==> src/rtl/ppu_pkg.sv <==
// Shared PPU timing types, STAT mode encodings and default scanline/frame constants.
package ppu_pkg;

  typedef enum logic [2:0] {OFF, M2, M3, M0, M1} ppu_mode_t;

  localparam logic [1:0] MODE_HBLANK = 2'd0;
  localparam logic [1:0] MODE_VBLANK = 2'd1;
  localparam logic [1:0] MODE_OAM    = 2'd2;
  localparam logic [1:0] MODE_XFER   = 2'd3;

  localparam int unsigned DEF_LINE_CYCLES   = 456;
  localparam int unsigned DEF_VISIBLE_LINES = 144;
  localparam int unsigned DEF_VBLANK_LINES  = 10;
  localparam int unsigned DEF_OAM_CYCLES    = 80;
  localparam int unsigned DEF_MIN_M3_CYCLES = 172;
  localparam int unsigned DEF_MAX_M3_CYCLES = 289;

  // OFF reports mode 0 so STAT[1:0] reads as H-blank while the LCD is disabled.
  function automatic logic [1:0] mode_enc(input ppu_mode_t st);
    logic [1:0] m;
    case (st)
      M1:      m = MODE_VBLANK;
      M2:      m = MODE_OAM;
      M3:      m = MODE_XFER;
      default: m = MODE_HBLANK;
    endcase
    return m;
  endfunction

endpackage

==> src/rtl/ppu_stat_irq.sv <==
// LYC compare, STAT line combine and rising-edge detect for the STAT interrupt.
module ppu_stat_irq
  import ppu_pkg::*;
(
  input  logic       clk,
  input  logic       rst,
  input  logic       run_i,
  input  logic       active_i,
  input  logic [7:0] ly_next_i,
  input  logic [7:0] lyc_i,
  input  logic [3:0] stat_src_en_i,
  input  logic [1:0] mode_i,
  output logic       lyc_eq_o,
  output logic       stat_irq_o
);

  logic lyc_eq_q, lyc_eq_d;
  logic stat_line, stat_line_q;
  logic stat_irq_q, stat_irq_d;

  // lyc_eq tracks the line being entered so it moves on the same edge as ly.
  always_comb begin
    lyc_eq_d   = run_i && (ly_next_i == lyc_i);
    stat_line  = active_i && ((lyc_eq_q && stat_src_en_i[3]) ||
                              ((mode_i == MODE_OAM) && stat_src_en_i[2]) ||
                              ((mode_i == MODE_VBLANK) && stat_src_en_i[1]) ||
                              ((mode_i == MODE_HBLANK) && stat_src_en_i[0]));
    stat_irq_d = run_i && stat_line && !stat_line_q;
  end

  always_ff @(posedge clk) begin
    if (rst) begin
      lyc_eq_q    <= 1'b0;
      stat_line_q <= 1'b0;
      stat_irq_q  <= 1'b0;
    end else begin
      lyc_eq_q    <= lyc_eq_d;
      stat_line_q <= stat_line;
      stat_irq_q  <= stat_irq_d;
    end
  end

  assign lyc_eq_o   = lyc_eq_q;
  assign stat_irq_o = stat_irq_q;

endmodule

==> src/rtl/ppu_timing_gen.sv <==
// Scanline/frame timing generator sequencing PPU modes 2/3/0/1, LY and interrupts.
// Define PPU_M3_TIMEOUT_EN to force mode 0 when mode 3 reaches MAX_M3_CYCLES.
module ppu_timing_gen
  import ppu_pkg::*;
#(
  parameter int unsigned LINE_CYCLES   = DEF_LINE_CYCLES,
  parameter int unsigned VISIBLE_LINES = DEF_VISIBLE_LINES,
  parameter int unsigned VBLANK_LINES  = DEF_VBLANK_LINES,
  parameter int unsigned OAM_CYCLES    = DEF_OAM_CYCLES,
  parameter int unsigned MIN_M3_CYCLES = DEF_MIN_M3_CYCLES,
  parameter int unsigned MAX_M3_CYCLES = DEF_MAX_M3_CYCLES,
  parameter int unsigned DOT_W         = $clog2(LINE_CYCLES)
) (
  input  logic             clk,
  input  logic             rst,
  input  logic             lcd_en_i,
  input  logic [7:0]       lyc_i,
  input  logic [3:0]       stat_src_en_i,
  input  logic             m3_done_i,
  output logic             m2_start_o,
  output logic             m3_start_o,
  output logic [1:0]       mode_o,
  output logic [7:0]       ly_o,
  output logic [DOT_W-1:0] dot_o,
  output logic             lyc_eq_o,
  output logic             stat_irq_o,
  output logic             vblank_irq_o,
  output logic             frame_start_o,
  output logic             m3_overrun_o
);

  localparam int unsigned TOTAL_LINES = VISIBLE_LINES + VBLANK_LINES;

  localparam logic [DOT_W-1:0] LastDot    = DOT_W'(LINE_CYCLES - 1);
  localparam logic [DOT_W-1:0] OamLastDot = DOT_W'(OAM_CYCLES - 1);
  // Last M3 dot before which an accepted m3_done must still be held off.
  localparam logic [DOT_W-1:0] M3MinDot   = DOT_W'(OAM_CYCLES + MIN_M3_CYCLES - 1);
  localparam logic [7:0]       LastVisLy  = 8'(VISIBLE_LINES - 1);
  localparam logic [7:0]       LastLy     = 8'(TOTAL_LINES - 1);

`ifdef PPU_M3_TIMEOUT_EN
  localparam logic [DOT_W-1:0] M3TmoDot   = DOT_W'(OAM_CYCLES + MAX_M3_CYCLES - 1);
`else
  logic unused_tmo_cfg;
  assign unused_tmo_cfg = ^DOT_W'(MAX_M3_CYCLES);
`endif

  ppu_mode_t        state_q, state_d;
  logic [DOT_W-1:0] dot_q, dot_d;
  logic [7:0]       ly_q, ly_d;
  logic [1:0]       mode_q, mode_d;
  logic             m2_start_q, m2_start_d;
  logic             m3_start_q, m3_start_d;
  logic             vblank_irq_q, vblank_irq_d;
  logic             frame_start_q, frame_start_d;
  logic             overrun_q, overrun_d;
  logic             done_lat_q, done_lat_d;
  logic             line_end, done_seen, next_line;
  logic             run_d, active_q;

  always_comb begin
    state_d       = state_q;
    dot_d         = dot_q + 1'b1;
    ly_d          = ly_q;
    m2_start_d    = 1'b0;
    m3_start_d    = 1'b0;
    vblank_irq_d  = 1'b0;
    frame_start_d = 1'b0;
    overrun_d     = overrun_q;
    done_lat_d    = 1'b0;
    next_line     = 1'b0;
    line_end      = (dot_q == LastDot);
    done_seen     = m3_done_i || done_lat_q;

    if (!lcd_en_i) begin
      state_d   = OFF;
      dot_d     = '0;
      ly_d      = '0;
      overrun_d = 1'b0;
    end else begin
      unique case (state_q)
        OFF: begin
          state_d       = M2;
          dot_d         = '0;
          ly_d          = '0;
          m2_start_d    = 1'b1;
          frame_start_d = 1'b1;
        end
        M2: begin
          if (dot_q == OamLastDot) begin
            state_d    = M3;
            m3_start_d = 1'b1;
          end
        end
        M3: begin
          // Line end takes precedence; a done on that same dot still counts as in time.
          if (line_end) begin
            next_line = 1'b1;
            if (!done_seen) overrun_d = 1'b1;
          end else if (done_seen && (dot_q >= M3MinDot)) begin
            state_d = M0;
`ifdef PPU_M3_TIMEOUT_EN
          end else if (dot_q >= M3TmoDot) begin
            state_d   = M0;
            overrun_d = 1'b1;
`endif
          end else begin
            done_lat_d = done_seen;
          end
        end
        M0: next_line = line_end;
        M1: begin
          if (line_end) begin
            dot_d = '0;
            if (ly_q == LastLy) begin
              ly_d          = '0;
              state_d       = M2;
              m2_start_d    = 1'b1;
              frame_start_d = 1'b1;
            end else begin
              ly_d = ly_q + 1'b1;
            end
          end
        end
        default: state_d = OFF;
      endcase

      if (next_line) begin
        dot_d = '0;
        ly_d  = ly_q + 1'b1;
        if (ly_q == LastVisLy) begin
          state_d      = M1;
          vblank_irq_d = 1'b1;
        end else begin
          state_d    = M2;
          m2_start_d = 1'b1;
        end
      end
    end

    mode_d = mode_enc(state_d);
  end

  always_ff @(posedge clk) begin
    if (rst) begin
      state_q       <= OFF;
      dot_q         <= '0;
      ly_q          <= '0;
      mode_q        <= MODE_HBLANK;
      m2_start_q    <= 1'b0;
      m3_start_q    <= 1'b0;
      vblank_irq_q  <= 1'b0;
      frame_start_q <= 1'b0;
      overrun_q     <= 1'b0;
      done_lat_q    <= 1'b0;
    end else begin
      state_q       <= state_d;
      dot_q         <= dot_d;
      ly_q          <= ly_d;
      mode_q        <= mode_d;
      m2_start_q    <= m2_start_d;
      m3_start_q    <= m3_start_d;
      vblank_irq_q  <= vblank_irq_d;
      frame_start_q <= frame_start_d;
      overrun_q     <= overrun_d;
      done_lat_q    <= done_lat_d;
    end
  end

  assign run_d    = (state_d != OFF);
  assign active_q = (state_q != OFF);

  ppu_stat_irq u_stat_irq (
    .clk          (clk),
    .rst          (rst),
    .run_i        (run_d),
    .active_i     (active_q),
    .ly_next_i    (ly_d),
    .lyc_i        (lyc_i),
    .stat_src_en_i(stat_src_en_i),
    .mode_i       (mode_q),
    .lyc_eq_o     (lyc_eq_o),
    .stat_irq_o   (stat_irq_o)
  );

  assign m2_start_o    = m2_start_q;
  assign m3_start_o    = m3_start_q;
  assign mode_o        = mode_q;
  assign ly_o          = ly_q;
  assign dot_o         = dot_q;
  assign vblank_irq_o  = vblank_irq_q;
  assign frame_start_o = frame_start_q;
  assign m3_overrun_o  = overrun_q;

endmodule

==> config.mk <==
export PLATFORM = sky130hd
export DESIGN_NAME = ppu_timing_gen
export DESIGN_NICKNAME = d
export VERILOG_FILES = /design/src/rtl/ppu_pkg.sv /design/src/rtl/ppu_stat_irq.sv /design/src/rtl/ppu_timing_gen.sv
export SDC_FILE = /design/constraint.sdc
export NUM_CORES = 1
export LEC_CHECK = 0
export CORE_ASPECT_RATIO = 0.75
export CORE_MARGIN = 4
export CORE_UTILIZATION = 30
export CTS_CLUSTER_SIZE = 8
export DETAILED_ROUTE_END_ITERATION = 6
export PLACE_DENSITY = 0.51
export SYNTH_ARGS = -nofsm -noshare
export SYNTH_HDL_FRONTEND = slang
export SYNTH_SLANG_ARGS = --single-unit
==> constraint.sdc <==
create_clock -name clk -period 2.9 [get_ports clk]
set_clock_uncertainty 0.05 [all_clocks]
set_input_delay 0.87 -clock clk [delete_from_list [all_inputs] [get_ports clk]]
set_output_delay 0.87 -clock clk [all_outputs]
set_load 0.1 [all_outputs]
==> flow_summary.yaml, run 1 <==
sta:
  final-max-slew-violation-count: 0
  timing.fmax_mhz: 374
  fin_crit_ns: 2.67
  setup_viol: 0
  rsz0062_at_grt: "no"
  worst_hold_slack_across_all_endpoints_ns: 0.409
  finalSetupTns_ns: 0
  final_count_of_hold_timing_violations: 0
  slew_worst_pin_ns: 0.635
  final.period_utilization: 0.922
  max_slew_margin: 0.577
logic_synthesis:
  synth-warning-count: 0
  synth_async_sr_flop_share: 0
  post_synth_edffs: 0
  netlist-cell-type-count: 55
  synth_top_cell_area_share: 0.353
  synth.cell_area_sq_um: 1760
  syn-num-nets: 230
  synth_largest_area_cell: "dfxtp_1"
  gate_count_after_technology_mapping: 211
  post_synth_most_frequent_cells: "31 x dfxtp_1, 31 x nor2_1, 14 x nand2_1"
  synth_top_flop_cell: "dfxtp_1"
  syn_avg_cell_area_sq_um: 8.34
  synth_seq_area_share: 0.353
  synth_seq_cells: 31
  synth_top_cells_by_area: "dfxtp_1 35%, nor2_1 6.6%, xnor2_1 4.0%"
power_and_ir_drop:
  ir_drop_v: 0.000138
  p_leak_nw: 0.876
  powerDensity_nw_per_um2: 371
cells_and_area:
  seqCellArea_sq_um: 631
  footprint_of_the_multi_input_gates_sq_um: 1070
  antenna-diode-count: 0
  final_layout_size_suffix_gt1_frac: 0.242
  non_filler_instance_count_after_layout: 335
  net_count_of_the_finished_layout: 278
  area_growth_syn_to_layout_pct: 32.4
  n_fill_cell: 580
clock_network:
  cts_tree: "done"
  cts_num_sinks: 31
  postCtsSetupRepairBufs: 0
  cts-htree-levels: 2
  numCtsBuffers: 5
  insertion_delay_ns: 0.28
  clk_root_buffer_cell: "clkbuf_8"
  clkSlewWorstSetupHoldPaths_ns: 0.07
  cts.path.max_buffers: 2
outcome:
  status: "complete, no violations"
critical_path:
  timing.critical_path.from_type: "register"
  cp_slowest_cell: "o41ai_2"
  worstSetupEndpointType: "register"
  timing.critical_path.cells: "ha_1 > nand4b_2 > o41ai_2 > nand2_1 > a31oi_1 > o32ai_1 > a2111oi_2 > nor4b_2"
  critical_path.max_fanout: 8
  timing.critical_path.from: "dot_o[0]"
  cp_data_required_time_ns: 3.04
  critPathBufInv: 0
  timing.setup.critical_path_class: "register to register"
  crit_family: "compound AO/OA/AOI/OAI gates"
  crit_path_max_incr_delay_ns: 0.44
  worstReg2RegStart: "dot_o[0]"
  critical_path_arrival_ns: 2.81
grt:
  use_met3: 0.0415
  antenna_violations_before_repair: 0
  grt_use_total: 0.150
  global_route.peak_usage_layer: "met1"
  first_pass_grt_wire_length_mm: 8.26
  globalRouteMet2Util: 0.200
  grt.overflow.total: 0
  grt_util_met1: 0.238
  vias_in_the_first_global_route: 1565
  largest_net_degree_at_the_start_of_global_routing: 15
detailed_routing:
  post_drt_antenna_nets: 0
  post_drt_wl_per_cell_um: 15.7
  first_pass_iters: 4
  route.final.wire_length_mm: 5.25
  detail_route.vias_per_cell: 5.18
  vias: 1736
  drc: 0
  drtIter0Drc: 143
worst_hold_path:
  min_path_type: "register to register"
  hp-start: "dot_o[0]"
place:
  hpwl_mm: 4.05
  place.port_buffers: 41
  number_of_instances_in_the_placed_design: 327
  gpl.final_weighted_congestion: 0.842
floorplanning:
  die_height_um: 74.3
  floorplan.initialDensity: 0.320
  die_width_um: 96.5
  top_level_ports: 42
  core_sq_um: 5500
  placement_rows: 23
  die_footprint_sq_um: 7170
job:
  timing.max_cap.violations: 0
==> registers in the layout (all words and copies together), names as in the netlist <==
register and cells:
frame_start_o 1, dot_o 9, state_q 3, u_stat_irq.stat_line_q 1
u_stat_irq.stat_irq_o 1, vblank_irq_o 1, mode_o 2, m3_overrun_o 1
m3_start_o 1, done_lat_q 1, ly_o 8, u_stat_irq.lyc_eq_o 1
m2_start_o 1
==> worst paths after layout <==
kind                               to  slack, ns  cells past startpoint
setup / recovery  u_stat_irq.lyc_eq_o       0.23                      8
hold / removal               dot_o[0]       0.41                      1
setup reg to reg  u_stat_irq.lyc_eq_o       0.23                      8
hold reg to reg              dot_o[0]       0.41                      1
==> layout make-up <==
type                       count  share of cell area
inverter                       7              0.0113
multi-input combinational    163               0.461
timing repair buffer          51               0.180
clock buffer                   6              0.0311
sequential                    31               0.271
tap                           75              0.0403
clock inverter                 2             0.00537
==> per-stage QoR <==
stage	total power [mW]	worst slack [ns]	instance area, sq um	utilization
6_report	0.865	0.227	2330	0.424
5_1_grt	0.904	0.0254	2330	0.424
4_1_cts	0.878	0.227	2320	0.422
3_5_place_dp	0.541	0.138	2240	0.407
3_3_place_gp	0.541	0.169	2240	0.407
2_1_floorplan	0.496	0.0446	1770	-
==> per-layer routing <==
metal | vias up | part of all wire
li1 | 873 | -
met1 | 805 | 0.51
met2 | 53 | 0.40
met3 | 5 | 0.081
met4 | 0 | 0.0063
met5 | - | 0
==> cell usage in the layout (no fill, tap or decap), drive strengths merged, types with 5 or more instances in the layout <==
cell type       n
buf            36
nor2           31
dfxtp          31
clkdlybuf4s50  15
nand2          14
a21oi          10
nand3           8
xnor2           8
inv             7
o21ai           7
nor3            7
nor4            6
clkbuf          6
nand2b          5
and3            5
a31oi           5
xor2            5
==> power breakdown <==
group | internal, mW | switching [mW] | leakage (nW) | total (mW)
registers | 0.430 | 0.00378 | 0.255 | 0.434
clock network | 0.167 | 0.167 | 0.0412 | 0.334
logic | 0.0399 | 0.0571 | 0.580 | 0.0970
total | 0.637 | 0.228 | 0.876 | 0.865
==> timing repair <==
item	CTS	global route
hold buffers	0	0
endpoints found under the setup margin	0	1
gates resized for setup	0	2
==> cell families (layout without fill, tap and decap cells) <==
logic type	after synthesis	count (layout)	synth area share
multiplexers	3	3	0.0171
adder cells (fa/ha/maj)	3	3	0.0213
flip-flops	31	31	0.353
AND/OR/NAND/NOR	100	100	0.314
AO/OA/AOI/OAI	44	44	0.188
XOR/XNOR	13	13	0.0647
buffers and inverters	17	66	0.0426
(Power assumes the default switching activity.)
==> run 2: changes to the inputs <==
--- a/config.mk
+++ b/config.mk
@@ -6,7 +6,7 @@
 export NUM_CORES = 1
 export LEC_CHECK = 0
 export CORE_ASPECT_RATIO = 0.75
-export CORE_MARGIN = 4
+export CORE_MARGIN = 1
 export CORE_UTILIZATION = 30
 export CTS_CLUSTER_SIZE = 8
 export DETAILED_ROUTE_END_ITERATION = 6
==> run 2 against run 1 <==
Net effect: routed wire length grew 0.99%; clock-buffer cell count is 1 higher; sequential power about the same; non-clock buffer count increased by 1; flip-flop and latch count did not move; first-iteration DRC count fell by 34%; critical path depth unchanged; hold slack worse by 0.0057 ns; core utilization down 0.068 points; via count up 0.69%; die area shrank 14%; maximum frequency grew 2.3%; critical endpoint unchanged.
==> flow_summary.yaml, run 2 (synthesized netlist as in run 1, its figures left out) <==
outcome:
  status: "complete, no violations"
cells_and_area:
  antenna-diode-count: 0
  n_fill_cell: 566
  max_ffs_per_register: 9
  top_library_cells_by_usage_in_the_layout_fill_and_taps_aside: "37 x buf_4, 31 x nor2_1, 23 x dfxtp_1"
  area_growth_syn_to_layout_pct: 32.2
  net_count_of_the_finished_layout: 279
  layout_commonest_cell: "buf_4"
  final_layout_size_suffix_gt1_frac: 0.238
detailed_routing:
  drc: 0
  route.final.wire_length_mm: 5.31
  post_drt_antenna_nets: 0
  first_pass_iters: 4
  post_drt_wl_per_cell_um: 15.8
  detail_route.vias_per_cell: 5.20
  drtIter0Drc: 94
  vias: 1748
place:
  hpwl_mm: 4.03
  gpl.final_weighted_congestion: 0.854
  place.port_buffers: 41
power_and_ir_drop:
  powerDensity_nw_per_um2: 371
  ir_drop_v: 0.000149
  p_leak_nw: 0.883
clock_network:
  clkSlewWorstSetupHoldPaths_ns: 0.07
  insertion_delay_ns: 0.28
  clk_root_buffer_cell: "clkbuf_8"
  cts_tree: "done"
  cts.path.max_buffers: 2
  cts-htree-levels: 2
  numCtsBuffers: 5
  ctsHoldBuffers: 0
  cts_num_sinks: 31
floorplanning:
  core_sq_um: 5500
  top_level_ports: 42
  die_footprint_sq_um: 6180
  die_width_um: 90.5
  floorplan.initialDensity: 0.320
  placement_rows: 23
  die_height_um: 68.3
job:
  timing.max_cap.violations: 0
critical_path:
  critical_path.max_fanout: 11
  cp_data_required_time_ns: 3.05
  timing.critical_path.from_type: "register"
  critical_path_arrival_ns: 2.76
  timing.setup.critical_path_class: "register to register"
  worstSetupEndpointType: "register"
grt:
  antenna_violations_before_repair: 0
  largest_net_degree_at_the_start_of_global_routing: 15
  first_pass_grt_wire_length_mm: 8.71
  grt.overflow.total: 0
  grt_use_total: 0.185
  vias_in_the_first_global_route: 1662
sta:
  finalSetupTns_ns: 0
  setup_viol: 0
  final-max-slew-violation-count: 0
  final_count_of_hold_timing_violations: 0
  max_slew_margin: 0.636
  final.period_utilization: 0.901
  rsz0062_at_grt: "no"
  worst_hold_slack_across_all_endpoints_ns: 0.404
  fin_crit_ns: 2.61
  timing.fmax_mhz: 383
  slew_worst_pin_ns: 0.544
worst_hold_path:
  min_path_type: "register to register"
run 2: power by group:
| part | internal (mW) | switching (mW) | leakage, nW |
|---|---|---|---|
| logic | 0.0400 | 0.0581 | 0.586 |
| clock network | 0.168 | 0.164 | 0.0422 |
| registers | 0.430 | 0.00387 | 0.255 |
| total | 0.638 | 0.226 | 0.883 |
run 2: final cells by class:
| class | count | area, sq um | area share |
|---|---|---|---|
| Multi-Input combinational cell | 163 | 1070 | 0.459 |
| Sequential cell | 31 | 631 | 0.271 |
| Timing Repair Buffer | 52 | 428 | 0.184 |
| Tap cell | 75 | 93.8 | 0.0403 |
| Clock buffer | 7 | 76.3 | 0.0328 |
| Inverter | 7 | 26.3 | 0.0113 |
| Clock inverter | 1 | 5.00 | 0.00215 |
run 2: metal layers:
layer,track usage,up-vias,share of wire
met3,0.0467,7,0.075
li1,-,872,-
met1,0.276,808,0.54
met5,0,-,0
met4,0.0504,0,0.010
met2,0.260,61,0.38
run 2: what timing repair did:
item / in CTS / in global routing
setup buffers: 0 / 0
resized for setup: 0 / 1
endpoints found under the setup margin: 0 / 1
run 2: worst max-delay path, cell delays in order, from the launching register on:
cell and delay [ns]:
dfxtp_2 0.36, ha_1 0.25, nand4b_2 0.24, or2_4 0.36, nor3_1 0.34, o2111a_1 0.26, o32ai_1 0.10, a2111oi_2 0.33
nor4b_2 0.23
run 2: worst paths after layout:
path	from	to	cells after the start	slack (ns)
max	dot_o[0]	u_stat_irq.lyc_eq_o	8	0.29
min	dot_o[0]	dot_o[0]	1	0.40
max reg2reg	dot_o[0]	u_stat_irq.lyc_eq_o	8	0.29
min reg2reg	dot_o[0]	dot_o[0]	1	0.40
run 2: per-stage QoR:
| stage | setup slack, ns | std cells | utilization | instance area (sq um) | power (mW) |
|---|---|---|---|---|---|
| 3_3_place_gp | 0.168 | 328 | 0.408 | 2240 | 0.542 |
| 6_report | 0.288 | 336 | 0.423 | 2330 | 0.864 |
| 4_1_cts | 0.296 | 336 | 0.423 | 2320 | 0.876 |
| 5_1_grt | 0.00891 | 336 | 0.423 | 2330 | 0.906 |
| 3_5_place_dp | 0.142 | 328 | 0.408 | 2240 | 0.541 |
| 2_1_floorplan | 0.0446 | 211 | - | 1770 | 0.496 |
==> run 3: changes to the inputs <==
--- a/config.mk
+++ b/config.mk
@@ -5,7 +5,6 @@
 export SDC_FILE = /design/constraint.sdc
 export NUM_CORES = 1
 export LEC_CHECK = 0
-export CORE_ASPECT_RATIO = 0.75
 export CORE_MARGIN = 1
 export CORE_UTILIZATION = 30
 export CTS_CLUSTER_SIZE = 8
==> run 3 against run 2 <==
Net effect: non-clock buffer count did not move; critical path depth did not move; cell count fell by 0.89%; die area barely moved; sequential power barely moved; via count rose by 0.29%; clock power rose by 12%; critical endpoint unchanged; largest cell class unchanged; largest power group unchanged.
==> flow_summary.yaml, run 3 (synthesized netlist as in run 1, its figures left out) <==
outcome:
  status: "complete, no violations"
place:
  detailed_place.area_sq_um: 2240
  number_of_instances_in_the_placed_design: 325
  gpl.final_weighted_congestion: 0.875
  place.port_buffers: 41
  hpwl_mm: 3.82
cells_and_area:
  layout_commonest_cell: "buf_4"
  final_design_area_no_fill_sq_um: 2340
  n_fill_cell: 604
  antenna-diode-count: 0
  max_ffs_per_register: 9
  area_growth_syn_to_layout_pct: 32.9
  non_filler_instance_count_after_layout: 333
  utilization: 0.420
  seqCellArea_sq_um: 631
  net_count_of_the_finished_layout: 279
  top_library_cells_by_usage_in_the_layout_fill_and_taps_aside: "37 x buf_4, 31 x nor2_1, 23 x dfxtp_1"
  footprint_of_the_multi_input_gates_sq_um: 1060
  final_layout_size_suffix_gt1_frac: 0.238
critical_path:
  cp_slowest_cell: "dfxtp_2"
  crit_family: "simple AND/OR/NAND/NOR gates"
  critical_path.max_fanout: 11
  critical_path_arrival_ns: 2.77
  worstSetupEndpointType: "register"
  timing.setup.critical_path_class: "register to register"
  cp_data_required_time_ns: 3.05
  critPathBufInv: 0
  timing.critical_path.from_type: "register"
  timing.critical_path.cells: "ha_1 > nand4b_2 > or2_4 > nor3_1 > o2111a_1 > o32ai_1 > a2111oi_2 > nor4b_2"
  crit_path_max_incr_delay_ns: 0.36
sta:
  finalSetupTns_ns: 0
  max_slew_margin: 0.606
  rsz0062_at_grt: "no"
  final.period_utilization: 0.902
  fin_crit_ns: 2.61
  setup_viol: 0
  final_count_of_hold_timing_violations: 0
  timing.fmax_mhz: 382
  final-max-slew-violation-count: 0
  slew_worst_pin_ns: 0.592
power_and_ir_drop:
  p_leak_nw: 0.893
  fin_total_pwr_mw: 0.901
  ir_drop_v: 0.000129
  combinational_group_share_of_total_power: 0.105
  powerDensity_nw_per_um2: 385
  power.share.switching: 0.239
  share_seq_of_total_power: 0.481
  p_clk_frac: 0.414
  internal-power_mw: 0.685
  net_switching_power_of_the_design_mw: 0.216
worst_hold_path:
  min_path_type: "register to register"
detailed_routing:
  detail_route.wirelength.met1_mm: 2.42
  dr.max_layer_used: "met4"
  met3_wirelength_um: 239
  first_pass_iters: 4
  detail_route.vias_per_cell: 5.26
  post_drt_wl_per_cell_um: 14.9
  met2_wirelength_mm: 2.24
  vias: 1753
  route.final.wire_length_mm: 4.95
  drtIter0Drc: 131
  drc: 0
  post_drt_antenna_nets: 0
clock_network:
  clk_root_buffer_cell: "clkbuf_8"
  cts_num_sinks: 31
  cts_tree: "done"
  cts-htree-levels: 2
  insertion_delay_ns: 0.28
  clkSlewWorstSetupHoldPaths_ns: 0.07
  numCtsBuffers: 5
  postCtsSetupRepairBufs: 0
  ctsHoldBuffers: 0
  cts.path.max_buffers: 2
  post_cts_resized: 0
floorplanning:
  top_level_ports: 42
  die_height_um: 78.6
  die_width_um: 78.6
  die_footprint_sq_um: 6180
  floorplan.initialDensity: 0.316
  placement_rows: 27
  core_sq_um: 5570
grt:
  first_pass_grt_wire_length_mm: 8.07
  grt.overflow.total: 0
  largest_net_degree_at_the_start_of_global_routing: 12
  antenna_violations_before_repair: 0
  grt_use_total: 0.170
  vias_in_the_first_global_route: 1648
job:
  timing.max_cap.violations: 0
run 3: metrics by stage:
step,hold WS [ns],setup slack [ns]
5_1_grt,0.440,0.0772
3_5_place_dp,0.392,0.139
3_3_place_gp,0.389,0.163
2_1_floorplan,0.451,0.0446
6_report,0.395,0.285
4_1_cts,0.400,0.261
run 3: worst paths after layout:
check                              start                  end  slack, ns  cells after the start
worst max-delay path            dot_o[0]  u_stat_irq.lyc_eq_o       0.29                      8
worst min-delay path            dot_o[0]             dot_o[0]       0.39                      1
worst max register to register  dot_o[0]  u_stat_irq.lyc_eq_o       0.29                      8
worst min register to register  dot_o[0]             dot_o[0]       0.39                      1
run 3: layout make-up:
| cell class | instances | area share |
|---|---|---|
| multi-input combinational | 163 | 0.455 |
| timing repair buffer | 52 | 0.183 |
| clock buffer | 8 | 0.0428 |
| sequential | 31 | 0.270 |
| inverter | 7 | 0.0112 |
| tap | 72 | 0.0385 |
run 3: worst reg2reg max path, cell delays in order, from the launching register on:
cell       delay (ns)
dfxtp_2          0.36
ha_1             0.25
nand4b_2         0.25
or2_4            0.36
nor3_1           0.36
o2111a_1         0.26
o32ai_1          0.09
a2111oi_2        0.34
nor4b_2          0.22
run 3: power by group through the flow:
stage	Combinational, mW	Clock [mW]	Sequential (mW)
after floorplan	0.0328	0	0.464
after global placement	0.0962	0	0.443
after detailed placement	0.0954	0	0.443
after CTS	0.0957	0.388	0.434
after global routing	0.102	0.408	0.434
final	0.0946	0.373	0.434
run 3: metal layers:
| metal | global-route usage | vias to the layer above |
|---|---|---|
| li1 | - | 880 |
| met4 | 0.0593 | 0 |
| met2 | 0.259 | 52 |
| met1 | 0.232 | 817 |
| met3 | 0.0407 | 4 |
| met5 | 0 | - |
